===== config.mk =====
export PLATFORM = sky130hd
export DESIGN_NAME = apo_node_injector_flat
export DESIGN_NICKNAME = d
export VERILOG_FILES = /design/src/rtl/apo_noc_pkg.sv /design/src/rtl/apo_node_injector_if.sv /design/src/rtl/apo_req_fifo.sv /design/src/rtl/apo_node_injector.sv /design/src/flat_wrapper.sv
export SDC_FILE = /design/constraint.sdc
export NUM_CORES = 1
export LEC_CHECK = 0
export ABC_AREA = 1
export ABC_CLOCK_PERIOD_IN_PS = 2240
export CAP_MARGIN = 20
export CORE_MARGIN = 4
export CORE_UTILIZATION = 61
export CTS_CLUSTER_SIZE = 8
export DETAILED_ROUTE_END_ITERATION = 16
export DONT_BUFFER_PORTS = 1
export PLACE_DENSITY_LB_ADDON = 0.25
export SLEW_MARGIN = 0
export SYNTH_ARGS = -nofsm -noshare
export SYNTH_HDL_FRONTEND = slang
export SYNTH_SLANG_ARGS = --single-unit

===== constraint.sdc =====
create_clock -name clk -period 2.24 [get_ports clk]
set_input_delay 0.336 -clock clk [delete_from_list [all_inputs] [get_ports clk]]
set_output_delay 0.336 -clock clk [all_outputs]
set_load 0.01 [all_outputs]

===== src/rtl/apo_noc_pkg.sv =====
// Shared definitions for the circulant NoC node-side blocks.
// K          : width of node numbers and step fields.
// N2         : packet width, one valid bit plus 2*K payload bits.
// NODE_COUNT : nodes in the circulant; legal destinations are 0..NODE_COUNT-1.
// VALID_BIT / DEST_LSB : packet field positions on the router node port.
package apo_noc_pkg;

  localparam int K          = 8;
  localparam int N2         = 2 * K + 1;
  localparam int NODE_COUNT = 196;

  localparam int VALID_BIT  = N2 - 1;
  localparam int DEST_LSB   = 0;

  typedef struct packed {
    logic                  valid;
    logic [N2-2-K:0]       reserved;
    logic [K-1:0]          dest;
  } apo_pkt_t;

  typedef enum logic [1:0] {
    S_IDLE   = 2'd0,
    S_INJECT = 2'd1,
    S_GAP    = 2'd2
  } inj_state_e;

endpackage


===== src/rtl/apo_node_injector_if.sv =====
// Node-side request handshake of the injector.
// req_valid : node has a destination to send.
// req_dest  : destination node number.
// req_ready : injector request FIFO can accept.
// master modport = computing node, slave modport = injector.
interface apo_node_injector_if;
  import apo_noc_pkg::*;

  logic         req_valid;
  logic [K-1:0] req_dest;
  logic         req_ready;

  modport master (output req_valid, output req_dest, input req_ready);
  modport slave  (input req_valid, input req_dest, output req_ready);

endinterface


===== src/rtl/apo_req_fifo.sv =====
// Synchronous request FIFO for the node injector.
// Ports: clk, rst_n (sync, active-low), push/push_data, pop/pop_data,
// full, empty, level (entries queued). DEPTH must be a power of two >= 2.
// Push while full and pop while empty are ignored.
module apo_req_fifo #(
  parameter int WIDTH = 8,
  parameter int DEPTH = 4
) (
  input  logic                     clk,
  input  logic                     rst_n,
  input  logic                     push,
  input  logic [WIDTH-1:0]         push_data,
  input  logic                     pop,
  output logic [WIDTH-1:0]         pop_data,
  output logic                     full,
  output logic                     empty,
  output logic [$clog2(DEPTH):0]   level
);

  localparam int AW = $clog2(DEPTH);

  logic [WIDTH-1:0] mem [DEPTH];
  logic [AW-1:0]    wr_ptr_q, wr_ptr_d;
  logic [AW-1:0]    rd_ptr_q, rd_ptr_d;
  logic [AW:0]      level_q, level_d;
  logic             push_ok, pop_ok;

  assign full     = (level_q == (AW+1)'(DEPTH));
  assign empty    = (level_q == '0);
  assign level    = level_q;
  assign pop_data = mem[rd_ptr_q];

  assign push_ok  = push && !full;
  assign pop_ok   = pop && !empty;

  // Pointers wrap naturally because DEPTH is a power of two.
  always_comb begin
    wr_ptr_d = wr_ptr_q;
    rd_ptr_d = rd_ptr_q;
    level_d  = level_q;
    if (push_ok) wr_ptr_d = wr_ptr_q + 1'b1;
    if (pop_ok)  rd_ptr_d = rd_ptr_q + 1'b1;
    if (push_ok && !pop_ok)      level_d = level_q + 1'b1;
    else if (!push_ok && pop_ok) level_d = level_q - 1'b1;
  end

  always_ff @(posedge clk) begin
    if (!rst_n) begin
      wr_ptr_q <= '0;
      rd_ptr_q <= '0;
      level_q  <= '0;
    end else begin
      wr_ptr_q <= wr_ptr_d;
      rd_ptr_q <= rd_ptr_d;
      level_q  <= level_d;
    end
  end

  // Storage holds data only; validity is tracked by the pointers.
  always_ff @(posedge clk) begin
    if (push_ok) mem[wr_ptr_q] <= push_data;
  end

endmodule


===== src/rtl/apo_node_injector.sv =====
// Node-side network interface for a circulant router's node port.
// Transmit: queues node destination requests and injects each as a one-cycle
// packet {valid, 0..., dest} on to_router, deferring while link_busy is high
// and forcing GAP_CYCLES idle cycles after every injection.
// Receive: rx_pulse is a registered copy of from_router_data.
// Ports: clk, rst_n (sync, active-low), router_name, req (request handshake
// interface, slave side), link_busy, to_router, from_router_data, rx_pulse,
// err_bad_dest, fifo_level.
// Optional macro APO_NODE_INJECTOR_STATS_EN adds tx_count, rx_count (16-bit
// saturating) and self_rx (receive pulse while the last injected destination
// was this node).
module apo_node_injector
  import apo_noc_pkg::*;
#(
  parameter int FIFO_DEPTH = 4,
  parameter int GAP_CYCLES = 2
) (
  input  logic                          clk,
  input  logic                          rst_n,
  input  logic [K-1:0]                  router_name,
  apo_node_injector_if.slave            req,
  input  logic                          link_busy,
  output logic [N2-1:0]                 to_router,
  input  logic                          from_router_data,
  output logic                          rx_pulse,
  output logic                          err_bad_dest,
  output logic [$clog2(FIFO_DEPTH):0]   fifo_level
`ifdef APO_NODE_INJECTOR_STATS_EN
  ,
  output logic [15:0]                   tx_count,
  output logic [15:0]                   rx_count,
  output logic                          self_rx
`endif
);

  localparam int GW = (GAP_CYCLES > 1) ? $clog2(GAP_CYCLES) : 1;

  inj_state_e    state_q, state_d;
  logic [GW-1:0] gap_q, gap_d;
  logic [N2-1:0] to_router_q, to_router_d;
  logic          rx_pulse_q;
  logic          err_bad_dest_q, err_bad_dest_d;
  logic          fifo_full, fifo_empty, fifo_pop, fifo_push, dest_ok, accept;
  logic [K-1:0]  fifo_head;
  logic          try_inject;

  // Ready reflects the pre-pop state: a full FIFO stalls even if it pops.
  assign req.req_ready = !fifo_full;
  assign accept        = req.req_valid && !fifo_full;
  assign dest_ok       = (32'(req.req_dest) < NODE_COUNT);
  assign fifo_push     = accept && dest_ok;
  assign err_bad_dest_d = accept && !dest_ok;

  apo_req_fifo #(
    .WIDTH (K),
    .DEPTH (FIFO_DEPTH)
  ) u_fifo (
    .clk       (clk),
    .rst_n     (rst_n),
    .push      (fifo_push),
    .push_data (req.req_dest),
    .pop       (fifo_pop),
    .pop_data  (fifo_head),
    .full      (fifo_full),
    .empty     (fifo_empty),
    .level     (fifo_level)
  );

  // try_inject marks the edges that take the idle decision: IDLE itself, the
  // INJECT edge when no gap is configured, and the last GAP edge. This gives
  // exactly GAP_CYCLES zero cycles between consecutive packets.
  always_comb begin
    state_d     = state_q;
    gap_d       = gap_q;
    to_router_d = '0;
    fifo_pop    = 1'b0;
    try_inject  = 1'b0;
    unique case (state_q)
      S_IDLE:   try_inject = 1'b1;
      S_INJECT: begin
        if (GAP_CYCLES == 0) begin
          try_inject = 1'b1;
        end else begin
          state_d = S_GAP;
          gap_d   = GW'(GAP_CYCLES - 1);
        end
      end
      S_GAP: begin
        if (gap_q == '0) try_inject = 1'b1;
        else             gap_d = gap_q - 1'b1;
      end
      default: state_d = S_IDLE;
    endcase
    if (try_inject) begin
      if (!fifo_empty && !link_busy) begin
        state_d                    = S_INJECT;
        fifo_pop                   = 1'b1;
        to_router_d[VALID_BIT]     = 1'b1;
        to_router_d[DEST_LSB +: K] = fifo_head;
      end else begin
        state_d = S_IDLE;
      end
    end
  end

  always_ff @(posedge clk) begin
    if (!rst_n) begin
      state_q        <= S_IDLE;
      gap_q          <= '0;
      to_router_q    <= '0;
      rx_pulse_q     <= 1'b0;
      err_bad_dest_q <= 1'b0;
    end else begin
      state_q        <= state_d;
      gap_q          <= gap_d;
      to_router_q    <= to_router_d;
      rx_pulse_q     <= from_router_data;
      err_bad_dest_q <= err_bad_dest_d;
    end
  end

  assign to_router    = to_router_q;
  assign rx_pulse     = rx_pulse_q;
  assign err_bad_dest = err_bad_dest_q;

`ifdef APO_NODE_INJECTOR_STATS_EN
  logic [15:0]  tx_count_q, tx_count_d;
  logic [15:0]  rx_count_q, rx_count_d;
  logic         self_rx_q, self_rx_d;
  logic         last_vld_q, last_vld_d;
  logic [K-1:0] last_dest_q, last_dest_d;

  always_comb begin
    tx_count_d  = tx_count_q;
    rx_count_d  = rx_count_q;
    last_vld_d  = last_vld_q;
    last_dest_d = last_dest_q;
    if (fifo_pop && tx_count_q != 16'hFFFF) tx_count_d = tx_count_q + 16'd1;
    if (from_router_data && rx_count_q != 16'hFFFF) rx_count_d = rx_count_q + 16'd1;
    if (fifo_pop) begin
      last_vld_d  = 1'b1;
      last_dest_d = fifo_head;
    end
    self_rx_d = from_router_data && last_vld_q && (last_dest_q == router_name);
  end

  always_ff @(posedge clk) begin
    if (!rst_n) begin
      tx_count_q <= '0;
      rx_count_q <= '0;
      self_rx_q  <= 1'b0;
      last_vld_q <= 1'b0;
    end else begin
      tx_count_q <= tx_count_d;
      rx_count_q <= rx_count_d;
      self_rx_q  <= self_rx_d;
      last_vld_q <= last_vld_d;
    end
  end

  always_ff @(posedge clk) begin
    last_dest_q <= last_dest_d;
  end

  assign tx_count = tx_count_q;
  assign rx_count = rx_count_q;
  assign self_rx  = self_rx_q;
`else
  // router_name only feeds the statistics logic.
  logic unused_router_name;
  assign unused_router_name = ^router_name;
`endif

endmodule


===== src/flat_wrapper.sv =====
// flat-port wrapper written by rule: the top's interface ports become plain ports
module apo_node_injector_flat import apo_noc_pkg::*;
#(
  parameter int FIFO_DEPTH = 4,
  parameter int GAP_CYCLES = 2
)
  (clk, rst_n, router_name, link_busy, to_router, from_router_data, rx_pulse, err_bad_dest, fifo_level, req_req_valid, req_req_dest, req_req_ready);
  apo_node_injector_if req_i ();
  input  logic clk;
  input  logic rst_n;
  input  logic [K-1:0] router_name;
  input  logic link_busy;
  output logic [N2-1:0] to_router;
  input  logic from_router_data;
  output logic rx_pulse;
  output logic err_bad_dest;
  output logic [$clog2(FIFO_DEPTH):0] fifo_level;
  input wire logic [$bits(req_i.req_valid)-1:0] req_req_valid;
  input wire logic [$bits(req_i.req_dest)-1:0] req_req_dest;
  output wire logic [$bits(req_i.req_ready)-1:0] req_req_ready;
  assign req_i.req_valid = req_req_valid;
  assign req_i.req_dest = req_req_dest;
  assign req_req_ready = req_i.req_ready;
  apo_node_injector #(.FIFO_DEPTH(FIFO_DEPTH), .GAP_CYCLES(GAP_CYCLES)) u_core (.clk(clk), .rst_n(rst_n), .router_name(router_name), .req(req_i), .link_busy(link_busy), .to_router(to_router), .from_router_data(from_router_data), .rx_pulse(rx_pulse), .err_bad_dest(err_bad_dest), .fifo_level(fifo_level));
endmodule

# Word-level counts from Yosys, hierarchy flattened
# Memory sizes are Yosys's and may differ from the RTL's. A register that Yosys moved wholly into a read port is not among the register bits.
# Index checks and enable logic that the tools add are counted.
[totals] register_bits=21 latch_bits=0 ramBits=32 romBits=0 elab_cells=54 mem_count=1
[memory_table] memory="u_core.u_fifo.mem" depth=4 word_bits=8 read_ports=1 rd_ports_with_merged_regs=1 write_ports=1 line="apo_req_fifo.sv:22" source="logic [WIDTH-1:0] mem [DEPTH];"
[op_classes] n_addsub=5 multipliers=0 n_div=0 order_cmp=1 n_eq_ne=4 shifts=0 n_mux=13 n_bitwise=0 reduce_logical=21
[op_table] operator="logical AND 1 bit" count=8
[op_table] operator="less-than comparator 8 bit (second input constant)" count=1
[op_table] operator="logical NOT 1 bit" count=7
[op_table] operator="two-way mux 1 bit" count=7
[op_table] operator="two-way mux 3 bit" count=2
[op_table] operator="adder 2 x 1 -> 2 bit (second input constant)" count=2
[op_table] operator="one-hot mux 1 bit (2 select lines)" count=2
[op_table] operator="one-hot mux 2 bit (2 select lines)" count=1
[op_table] operator="nonzero test 2 bit" count=2
[op_table] operator="adder 3 x 1 -> 3 bit (second input constant)" count=1
[op_table] operator="== test 3 bit (second input constant)" count=1
[op_table] operator="logical NOT 3 bit" count=1
[op_table] operator="AND reduction 3 bit" count=1
[op_table] operator="subtractor 3 x 1 -> 3 bit (second input constant)" count=1
[op_table] operator="== test 2 x 1 -> 1 bit (second input constant)" count=1
[op_table] operator="== test 2 bit (second input constant)" count=1
[op_table] operator="logical NOT 2 bit" count=1
[op_table] operator="two-way mux 2 bit" count=1
[op_table] operator="inequality test 2 x 1 -> 1 bit (second input constant)" count=1
[op_table] operator="OR reduction 2 bit" count=1
[op_table] operator="subtractor 1 bit (second input constant)" count=1

# Logic depth before layout (Yosys ltp)
[logic_depth] depth_word=9 mapped_depth=13 ltp_nobuf=13

# Modules after synthesis
# A second synthesis with hierarchy kept.
[hier_totals] cells_unflattened=223 hier_area_um2=2283.4
[modules_own_cells] module="apo_req_fifo" instances=1 cells_each=146 area_per_inst_um2=1685.4 seq_area_each_um2=1141.1
[modules_own_cells] module="apo_node_injector" instances=1 cells_each=77 area_per_inst_um2=598.1 seq_area_each_um2=280.3

# Worst setup path before layout
# Ideal clock, no wire load.
[synth_timing] kind="reg2reg" startpoint="register u_core.u_fifo.level_q[0], in the netlist u_core.u_fifo.level[0]" endpoint="register u_core.u_fifo.level_q[2], in the netlist u_core.u_fifo.level[2]" arrival_ps=1831 path_slack_ps=290 path_stages_with_launch=12 path_cell_list="dfxtp_1 nor2_4 a21boi_4 nand2_1 inv_1 ha_1 inv_1 fa_1 nand2_1 nand3_1 o21ai_0 a21oi_1"
[synth_between] elab_cells_between_ends=20
[synth_rtl] element="start, declared" line="apo_req_fifo.sv:25" source="logic [AW:0] level_q, level_d;"
[synth_rtl] element="start signal, assigned" line="apo_req_fifo.sv:55" source="level_q <= level_d;"
[synth_rtl] element="== test 3 bit *" line="apo_req_fifo.sv:28" source="assign full = (level_q == (AW+1)'(DEPTH));"
[synth_rtl] element="logical NOT 1 bit *" line="apo_req_fifo.sv:33, apo_node_injector.sv:49"
[synth_rtl] element="logical AND 1 bit" line="apo_node_injector.sv:49" source="assign accept = req.req_valid && !fifo_full;"
[synth_rtl] element="logical AND 1 bit" line="apo_node_injector.sv:51" source="assign fifo_push = accept && dest_ok;"
[synth_rtl] element="logical AND 1 bit *" line="apo_req_fifo.sv:33" source="assign push_ok = push && !full;"
[synth_rtl] element="via u_core.u_fifo.push_ok" line="apo_req_fifo.sv:26" source="logic push_ok, pop_ok;"
[synth_rtl] element="logical NOT 1 bit" line="apo_req_fifo.sv:44" source="else if (!push_ok && pop_ok) level_d = level_q - 1'b1;"
[synth_rtl] element="logical AND 1 bit" line="apo_req_fifo.sv:44"
[synth_rtl] element="nonzero test 2 bit (no line)"
# Mark *: on every way through the listed nets, which the timed path passes. The rest lies on a longest branch. The select of a mux whose other input is x is not followed.
# A chain may end at the register's enable or synchronous reset.

# Final worst setup path
[layout_timing] startpoint="register u_core.state_q[0]" endpoint="register u_core.u_fifo.level_q[2], in the netlist u_core.u_fifo.level[2]"
[layout_between] elab_chain_len=7 elab_cells_between_ends=10
[layout_lines] element="start, declared" line="apo_node_injector.sv:38" source="inj_state_e state_q, state_d;"
[layout_lines] element="start signal, assigned" line="apo_node_injector.sv:114" source="state_q <= state_d;"
[layout_lines] element="== test 2 bit / logical NOT 2 bit (equally long branches)" line="apo_node_injector.sv:78" source="unique case (state_q)"
[layout_lines] element="one-hot mux 1 bit (2 select lines) *" line="apo_node_injector.sv:78"
[layout_lines] element="two-way mux 1 bit *" line="apo_node_injector.sv:94" source="if (try_inject) begin"
[layout_lines] element="logical AND 1 bit *" line="apo_req_fifo.sv:34" source="assign pop_ok = pop && !empty;"
[layout_lines] element="logical NOT 1 bit" line="apo_req_fifo.sv:43" source="if (push_ok && !pop_ok) level_d = level_q + 1'b1;"
[layout_lines] element="logical AND 1 bit" line="apo_req_fifo.sv:43"
[layout_lines] element="two-way mux 3 bit / nonzero test 2 bit (equally long branches)"
# Every way passes the cells marked *; elsewhere a longest branch is shown, timed or not.

==> out/metrics.csv <==
metric;value;unit
rsz0062_at_grt;no;
path_common_cell;nand2_1;
post_dp_cell_area;0.002261;mm^2
nets;248;
drv_slew;0;
yosys.cell_types.count;21;
dieArea;0.004651;mm^2
syn_area;0.002211;mm^2
cts_setup_buffers;0;
vias;1419;
fin_crit;2.120;ns
end_kind;flop;
final_layout_size_suffix_gt1_frac;0.1005;
antenna_left;0;
post_cts_hold_buffer_count;0;
drc_errors;0;
path_clk_slew;0.15;ns
routed_wl;3982;um
std_cell_rows;21;
ioPinCount;44;
finalHoldViolCount;0;
critPathTopFamily;adder cells;
grt_pass1_wl;6389;um
insertion_delay;0.36;ns
post_cts_resized;0;
slowest_stage;fa_1;
pre_cts_slack;0.1468;ns
cts-root-buf;clkbuf_4;
cts_buffer_depth;2;
final_cell_mix;nor2_1, edfxtp_1, inv_1;
synth_top_cell_area_share;0.4346;
initialDrtViolationCount;126;
cp.arrival;2.39;ns
final_common_cell;nor2_1;
area_delta_synth_final;4.923;%
status;complete, no violations;
die_h;68.20;um
core_area;0.003416;mm^2
cts_tree;done;
cp-start-kind;flop;
cap_violations;0;
grt_use_total;0.1935;
grt_max_degree;19;
wl_per_cell;15.03;um
netlist_top_cells_area;edfxtp_1, dfxtp_1, nor2_1;
ys_ff_latch;53;
ir_drop;0.4454;mV
post-dp-hpwl;2848;um
power.density;1011;mW/mm^2
antenna_cells;0;
yosysSeqAreaShare;0.6248;
syn_area_per_cell;10.58;um^2
critical_path.max_stage_delay;0.39;ns
yosys.area.top_type;edfxtp_1;
dr.pass1.iters;4;
crit_type;flop to flop;
via_per_inst;5.355;
path_max_fanout;4;
path_depth;12;
worst_clock_skew;0.005012;ns
nFillCells;262;
hold_class;input port to flop;
cp_num_buf_inv;2;
grt.overflow.total;0;
max_clock_freq;471.8;MHz
setup_viol;0;
antenna_found_initial;0;
grt_pass1_vias;1427;
finalInstanceArea;0.002320;mm^2
h-tree-depth;2;
port_buffers;0;
finalSetupTns;0;ns
yosysWarnings;0;
cts-buffers-inserted;5;
floorplan.initialDensity;0.6473;
required;2.51;ns
clock-sinks;53;
reg2reg_depth;12;
period_share;0.9463;
die_w;68.20;um
cellLeakagePower;0.9211;nW
hold_depth;0;
path_cells;inv_1, ha_1, nand2_1, nand2_1, nand3_1, ha_1, inv_1, fa_1, nand2_1, nand3_1, o21ai_0, a21oi_1;
gp_congestion;0.7200;
synthCells;209;
layout_setup_ws;0.1203;ns
worst reg2reg max path, stage by stage (launching register included):
cell     delay [ns]
dfxtp_1        0.37
inv_1          0.08
ha_1           0.23
nand2_1        0.07
nand2_1        0.12
nand3_1        0.15
ha_1           0.19
inv_1          0.07
fa_1           0.39
nand2_1        0.08
nand3_1        0.08
o21ai_0        0.15
a21oi_1        0.05
layout make-up:
type	instances	area, um^2	area share
flip-flops and latches	53	1381	0.5955
multi-input cells	126	671.9	0.2896
inverters	24	90.09	0.03884
repair buffers	8	60.06	0.02589
well taps	46	57.56	0.02481
clock buffers	5	37.54	0.01618
clock inverters	3	21.27	0.009169
metal layers:
metal / share of wire / track usage
met1: 0.38 / 0.2033
met2: 0.52 / 0.3514
met3: 0.087 / 0.06568
met4: 0.016 / 0.07692
met5: 0 / 0
stage by stage:
step                total power [mW]  hold slack, ns  cells    util
finish                         2.344         0.05738    265  0.6791
global route                   2.499         0.02328    265  0.6791
CTS                            2.364         0.03816    265  0.6791
detailed placement             1.955          0.4351    257  0.6619
global placement               1.894          0.4351    257  0.6619
floorplan                      1.790          0.4336    216       -
Yosys cell counts, drive strengths merged:
| master | n |
|---|---|
| nor2 | 44 |
| edfxtp | 32 |
| inv | 24 |
| dfxtp | 21 |
| o21ai | 21 |
| a21oi | 17 |
| nand2 | 16 |
| buf | 13 |
| ha | 8 |
| nand3 | 8 |
| a21boi | 1 |
| conb | 1 |
| fa | 1 |
| o31ai | 1 |
| xor2 | 1 |
registers in the layout (all words and copies together), names as in the netlist:
register	count
u_core.u_fifo.rd_ptr_q	2
u_core.to_router	9
u_core.u_fifo.level	3
u_core.u_fifo.wr_ptr_q	2
u_core.rx_pulse	1
u_core.gap_q	1
u_core.err_bad_dest	1
u_core.u_fifo.mem	32
u_core.state_q	2
worst paths after layout:
path	slack [ns]	to	start
max	0.12	u_core.u_fifo.level[2]	u_core.state_q[0]
min	0.06	u_core.u_fifo.mem[3][6]	req_req_dest[6]
max reg2reg	0.12	u_core.u_fifo.level[2]	u_core.state_q[0]
min reg2reg	0.54	u_core.to_router[5]	u_core.u_fifo.mem[3][5]
power by group:
| group | leakage, nW | switching [mW] | internal [mW] | total (mW) |
|---|---|---|---|---|
| Combinational | 0.426 | 0.432 | 0.230 | 0.662 |
| Sequential | 0.464 | 0.0970 | 1.17 | 1.27 |
| Clock | 0.0316 | 0.292 | 0.125 | 0.417 |
| Total | 0.921 | 0.821 | 1.52 | 2.34 |
cell families (layout without fill, tap and decap cells):
logic type,after synthesis,count (layout),share of synthesized area
XOR/XNOR,1,1,0.003962
other,1,8,0.001696
flip-flops,53,53,0.6248
adder cells (fa/ha/maj),9,9,0.05433
AO/OA/AOI/OAI,40,40,0.1030
buffers and inverters,37,40,0.08319
AND/OR/NAND/NOR,68,68,0.1290
Note: power is estimated with default switching activity, not from simulation.
